<file path="src/rtl/um245r_rx_reader_if.sv">
// rtl/um245r_rx_reader_if.sv - UM245R receive pins and CPU-side receive stream bundle
interface um245r_rx_reader_if #(
  parameter int FIFO_DEPTH = 4
);
  localparam int CW = $clog2(FIFO_DEPTH) + 1;

  // Device side
  logic          _rxf;
  logic [7:0]    d_in;
  logic          _rd;
  logic          rd_active;

  // CPU side
  logic [7:0]    rx_data;
  logic          rx_valid;
  logic          rx_ready;
  logic [CW-1:0] rx_count;

  // The reader drives the strobe and the receive stream
  modport master (
    input  _rxf, d_in, rx_ready,
    output _rd, rd_active, rx_data, rx_valid, rx_count
  );

  // The device pins and the consumer drive the rest
  modport slave (
    output _rxf, d_in, rx_ready,
    input  _rd, rd_active, rx_data, rx_valid, rx_count
  );
endinterface

</file>
<file path="src/rtl/um245r_rx_reader.sv">
// rtl/um245r_rx_reader.sv - UM245R receive controller with _RD strobe timing and receive FIFO
module um245r_rx_reader #(
  parameter int RD_PULSE_CYCLES   = 3,
  parameter int RD_RECOVER_CYCLES = 2,
  parameter int FIFO_DEPTH        = 4
) (
  input  logic               clk,
  input  logic               _reset,
  um245r_rx_reader_if.master bus
);
  localparam int              AW           = $clog2(FIFO_DEPTH);
  localparam int              CW           = AW + 1;
  localparam logic [4:0]      PULSE_LAST   = 5'(RD_PULSE_CYCLES - 1);
  // Two extra recovery clocks let the stale low level drain out of the synchroniser
  localparam logic [4:0]      RECOVER_LAST = 5'(RD_RECOVER_CYCLES + 1);
  localparam logic [CW-1:0]   DEPTH        = CW'(FIFO_DEPTH);

  typedef enum logic [1:0] {IDLE, RD_LOW, RECOVER} state_t;

  state_t        state;
  logic [4:0]    cnt;
  logic          rxf_meta;
  logic          rxf_s;
  logic          rd_n;
  logic          rd_act;
  logic [7:0]    mem [FIFO_DEPTH];
  logic [AW-1:0] wr_ptr;
  logic [AW-1:0] rd_ptr;
  logic [CW-1:0] count;
  logic          push;
  logic          pop;

  // Capture happens on the edge that ends the low pulse; space was reserved when the read began
  assign push = (state == RD_LOW) && (cnt == PULSE_LAST);
  assign pop  = (count != '0) && bus.rx_ready;

  assign bus._rd       = rd_n;
  assign bus.rd_active = rd_act;
  assign bus.rx_data   = mem[rd_ptr];
  assign bus.rx_valid  = (count != '0);
  assign bus.rx_count  = count;

  // Two-flop synchroniser for the asynchronous _rxf pin, idling at the inactive level
  always_ff @(posedge clk or negedge _reset) begin
    if (!_reset) begin
      rxf_meta <= 1'b1;
      rxf_s    <= 1'b1;
    end else begin
      rxf_meta <= bus._rxf;
      rxf_s    <= rxf_meta;
    end
  end

  // Read sequencer: start only with free space, hold _rd low, then recover before trusting _rxf
  always_ff @(posedge clk or negedge _reset) begin
    if (!_reset) begin
      state  <= IDLE;
      cnt    <= '0;
      rd_n   <= 1'b1;
      rd_act <= 1'b0;
    end else begin
      case (state)
        IDLE: begin
          if (!rxf_s && (count < DEPTH)) begin
            state  <= RD_LOW;
            cnt    <= '0;
            rd_n   <= 1'b0;
            rd_act <= 1'b1;
          end
        end
        RD_LOW: begin
          if (cnt == PULSE_LAST) begin
            state  <= RECOVER;
            cnt    <= '0;
            rd_n   <= 1'b1;
            rd_act <= 1'b0;
          end else begin
            cnt <= cnt + 5'd1;
          end
        end
        RECOVER: begin
          if (cnt == RECOVER_LAST) begin
            state <= IDLE;
            cnt   <= '0;
          end else begin
            cnt <= cnt + 5'd1;
          end
        end
        default: begin
          state  <= IDLE;
          cnt    <= '0;
          rd_n   <= 1'b1;
          rd_act <= 1'b0;
        end
      endcase
    end
  end

  // Receive FIFO: pointers wrap naturally, the full count keeps full and empty distinct
  always_ff @(posedge clk or negedge _reset) begin
    if (!_reset) begin
      for (int i = 0; i < FIFO_DEPTH; i++) begin
        mem[i] <= 8'h00;
      end
      wr_ptr <= '0;
      rd_ptr <= '0;
      count  <= '0;
    end else begin
      if (push) begin
        mem[wr_ptr] <= bus.d_in;
        wr_ptr      <= wr_ptr + AW'(1);
      end
      if (pop) begin
        rd_ptr <= rd_ptr + AW'(1);
      end
      case ({push, pop})
        2'b10:   count <= count + CW'(1);
        2'b01:   count <= count - CW'(1);
        default: count <= count;
      endcase
    end
  end
endmodule

</file>
<file path="src/flat_wrapper.sv">
// flat-port wrapper written by rule: the top's interface ports become plain ports
module um245r_rx_reader_flat 
#(
  parameter int RD_PULSE_CYCLES   = 3,
  parameter int RD_RECOVER_CYCLES = 2,
  parameter int FIFO_DEPTH        = 4
)
  (clk, _reset, bus__rxf, bus_d_in, bus_rx_ready, bus__rd, bus_rd_active, bus_rx_data, bus_rx_valid, bus_rx_count);
  um245r_rx_reader_if #(.FIFO_DEPTH(FIFO_DEPTH)) bus_i ();
  input  logic clk;
  input  logic _reset;
  input wire logic [$bits(bus_i._rxf)-1:0] bus__rxf;
  input wire logic [$bits(bus_i.d_in)-1:0] bus_d_in;
  input wire logic [$bits(bus_i.rx_ready)-1:0] bus_rx_ready;
  output wire logic [$bits(bus_i._rd)-1:0] bus__rd;
  output wire logic [$bits(bus_i.rd_active)-1:0] bus_rd_active;
  output wire logic [$bits(bus_i.rx_data)-1:0] bus_rx_data;
  output wire logic [$bits(bus_i.rx_valid)-1:0] bus_rx_valid;
  output wire logic [$bits(bus_i.rx_count)-1:0] bus_rx_count;
  assign bus_i._rxf = bus__rxf;
  assign bus_i.d_in = bus_d_in;
  assign bus_i.rx_ready = bus_rx_ready;
  assign bus__rd = bus_i._rd;
  assign bus_rd_active = bus_i.rd_active;
  assign bus_rx_data = bus_i.rx_data;
  assign bus_rx_valid = bus_i.rx_valid;
  assign bus_rx_count = bus_i.rx_count;
  um245r_rx_reader #(.RD_PULSE_CYCLES(RD_PULSE_CYCLES), .RD_RECOVER_CYCLES(RD_RECOVER_CYCLES), .FIFO_DEPTH(FIFO_DEPTH)) u_core (.clk(clk), ._reset(_reset), .bus(bus_i));
endmodule
</file>
<file path="config.mk">
export PLATFORM = sky130hd
export DESIGN_NAME = um245r_rx_reader_flat
export DESIGN_NICKNAME = d
export VERILOG_FILES = /design/src/rtl/um245r_rx_reader_if.sv /design/src/rtl/um245r_rx_reader.sv /design/src/flat_wrapper.sv
export SDC_FILE = /design/constraint.sdc
export NUM_CORES = 1
export LEC_CHECK = 0
export BUFFER_PORTS_ARGS = -buffer_cell sky130_fd_sc_hd__buf_2
export CORE_MARGIN = 3
export CORE_UTILIZATION = 30
export CTS_BUF_LIST = sky130_fd_sc_hd__clkbuf_4 sky130_fd_sc_hd__clkbuf_8
export CTS_CLUSTER_DIAMETER = 150
export DETAILED_ROUTE_END_ITERATION = 8
export HOLD_SLACK_MARGIN = 0.05
export SYNTH_ARGS = -nofsm -noshare
export SYNTH_HDL_FRONTEND = slang
export SYNTH_SLANG_ARGS = --single-unit
export TNS_END_PERCENT = 5
</file>
<file path="constraint.sdc">
create_clock -name clk -period 2.3 [get_ports clk]
set_input_delay 0.46 -clock clk [delete_from_list [all_inputs] [get_ports clk]]
set_output_delay 0.46 -clock clk [all_outputs]
set_load 0.1 [all_outputs]
</file>
==> results.yml <==
status:
  outcome: "finished, final reports clean"
placed_design:
  place.gp.congestion: 0.734
  place_hpwl_mm: 3.07
  placement.cell_area_um2: 2650
  post-place-cells: 293
  port-buffer-count: 25
die:
  die_area_um2: 8990
  initial_utilization: 0.318
  die_x_um: 94.8
  fp.dieH_um: 94.8
  placeableCoreArea_um2: 7450
  ios: 26
  placement_rows: 31
sta:
  hold_violations: 0
  fin_crit_sh: 0.936
  setup_tns_ns: 0
  final_skew_ns: 0.00690
  tightestPinTransition_ns: 0.510
  final.min_clock_period_ns: 2.15
  timing.max_slew.rel_slack: 0.659
  grt_setup_unrepaired: "no"
  timing.final.max_slew_violations: 0
  achievable-frequency_mhz: 465
  setup-violations-final: 0
global_route:
  grt_first_pass_wirelength_mm: 7.17
  grt-ovfl-total: 0
  antenna_violations_before_repair: 0
  via_count_of_the_first_global_routing_pass: 1470
  grt_start_max_net_pins: 31
  grt_use_total: 0.105
synth:
  synthDistinctLibCells: 34
  postSynthRegisterBits: 50
  synth_edf_count: 0
  yosysTopAreaCell: "dfrtp_1"
  netlist_instances: 169
  ys_seq_area_frac: 0.530
  share_of_yosys_cell_area_claimed_by_the_top_area_cell_type: 0.497
  asyncSetResetFlopFracSynth: 1.00
  synthesis.yosys.warnings: 0
  synth.cell_area_um2: 2370
  syn_avg_cell_area_um2: 14.0
  synth.net_count: 192
  dominantRegCellSynth: "dfrtp_1"
  synthTopCellsByArea: "dfrtp_1 50%, mux2_2 16%, mux4_2 7.6%, ha_1 5.3%, dfstp_2 3.3%"
drt:
  count_of_antenna_violating_nets_left_after_detailed_routing: 0
  drt-vias-per-instance: 4.70
  detail_route.first_pass.iterations: 4
  wl_per_cell_um: 14.4
  count_of_routing_violations_after_the_opening_detailed_route_iteration: 16
  remaining_drc_errors: 0
  route.vias.total: 1414
  post_route_wl_mm: 4.33
critical_path:
  start_kind: "flip-flop"
  worst_ep_arrival_time_ns: 1.69
  timing.setup.critical_path_class: "reg -> out"
  timing.critical_path.required_ns: 1.84
  worst-path-max-fanout: 6
  logic_depth_of_the_worst_register_to_register_path: 10
  worstSetupEndpointType: "primary output"
finish:
  multi_input_comb_area_um2: 1060
  nNetsFinal: 224
  antenna_cells: 0
  layout.filler_cells: 763
  ff_latch_area_um2: 1260
  layout.cells.non_filler: 301
  flow.area_growth_from_synthesis_pct: 16.4
  layout-drive-gt1-share: 0.436
  final_area_um2: 2760
clock_tree:
  post-cts-setup-buffer-count: 0
  postCtsResizedCells: 0
  cts_inserted_buffers: 5
  clock_tree.htree_level_count: 2
  tritoncts: "yes"
  cts_buffer_depth: 2
  clkLatencyLatePin_ns: 0.30
  post_cts_hold_buffer_count: 0
  cts_sinks: 50
  clock-root-buffer: "clkbuf_8"
  path_clk_slew_ns: 0.09
flow_run:
  maxCapViolCount: 0
hold_path:
  min-delay-path-class: "in -> async"
[worst max-delay path, stage by stage, from the launching register on]
cell,delay [ns]
dfrtp_1,0.35
buf_4,0.19
mux4_2,0.54
buf_2,0.31
[metal layers]
metal	up-vias	global-route usage	routed length [um]
li1	673	-	-
met1	714	0.139	2050
met2	23	0.163	2060
met3	4	0.0271	160
met4	0	0.0469	63
met5	-	0	0
[cell usage in the layout, fill, tap and decap left out, types with 3 or more instances in the layout]
cell	instances
mux2_2	33
mux4_2	8
buf_2	25
ha_1	10
o21ai_0	5
inv_1	9
xor2_1	3
buf_4	4
dfstp_2	3
clkbuf_8	5
nand2_1	6
or3_1	3
dfrtp_1	45
xnor2_1	3
and2_1	3
nand3_1	6
[registers in the layout (all words and copies together), names as in the netlist]
name and cells:
u_core.bus._rd 1, u_core.bus.rd_active 1, u_core.bus.rx_count 3, u_core.cnt 5, u_core.mem 32, u_core.rd_ptr 2
u_core.rxf_meta 1, u_core.rxf_s 1, u_core.state 2, u_core.wr_ptr 2
[area by class of cell]
type                    instances  area share
flip-flops and latches         50       0.456
multi-input cells             105       0.383
repair buffers                 30      0.0636
well taps                      99      0.0450
clock buffers                   5      0.0250
clock inverters                 3      0.0145
inverters                       9      0.0123
[synth_stat cells (all sizes together), types with 2 or more instances]
cell     n
mux2    33
inv      9
xnor2    3
or4b     2
buf      3
o32a     3
nand2    6
mux4     8
and2     4
ha      10
o21ai    5
or3      3
a221oi   2
clkbuf   2
xor2     3
a211oi   2
dfrtp   47
a21oi    2
nand2b   2
o21a     2
nand3    6
dfstp    3
[stage by stage]
step                utilization  hold slack, ns  setup WS, ns
global placement          0.355           0.346         0.265
finish                    0.370           0.123         0.148
detailed placement        0.355           0.347         0.215
CTS                       0.370           0.138         0.132
floorplan                     -           0.164        0.0147
global route              0.370           0.147        0.0162
[final timing paths]
check,from,to,slack [ns]
worst max register to register,u_core.cnt[0],u_core.bus.rx_count[2],0.20
worst min register to register,u_core.rxf_meta,u_core.rxf_s,0.36
max in group asynchronous,_reset,u_core.bus._rd,1.59
worst max-delay path,u_core.rd_ptr[0],bus_rx_data[2],0.15
worst min-delay path,_reset,u_core.wr_ptr[0],0.12
min in group clk,bus__rxf,u_core.rxf_meta,0.25
[logic make-up (layout without fill, tap and decap cells)]
logic type,after synthesis,after routing,synth area share
XOR/XNOR,6,6,0.0222
buffers and inverters,14,47,0.0233
AO/OA/AOI/OAI,20,20,0.0619
adder cells (fa/ha/maj),11,11,0.0613
multiplexers,41,41,0.233
flip-flops,50,50,0.530
AND/OR/NAND/NOR,27,27,0.0677
Power is left out: the tool's default activity adds up to more than one toggle a clock period on the data nets, which glitch-free logic cannot reach.
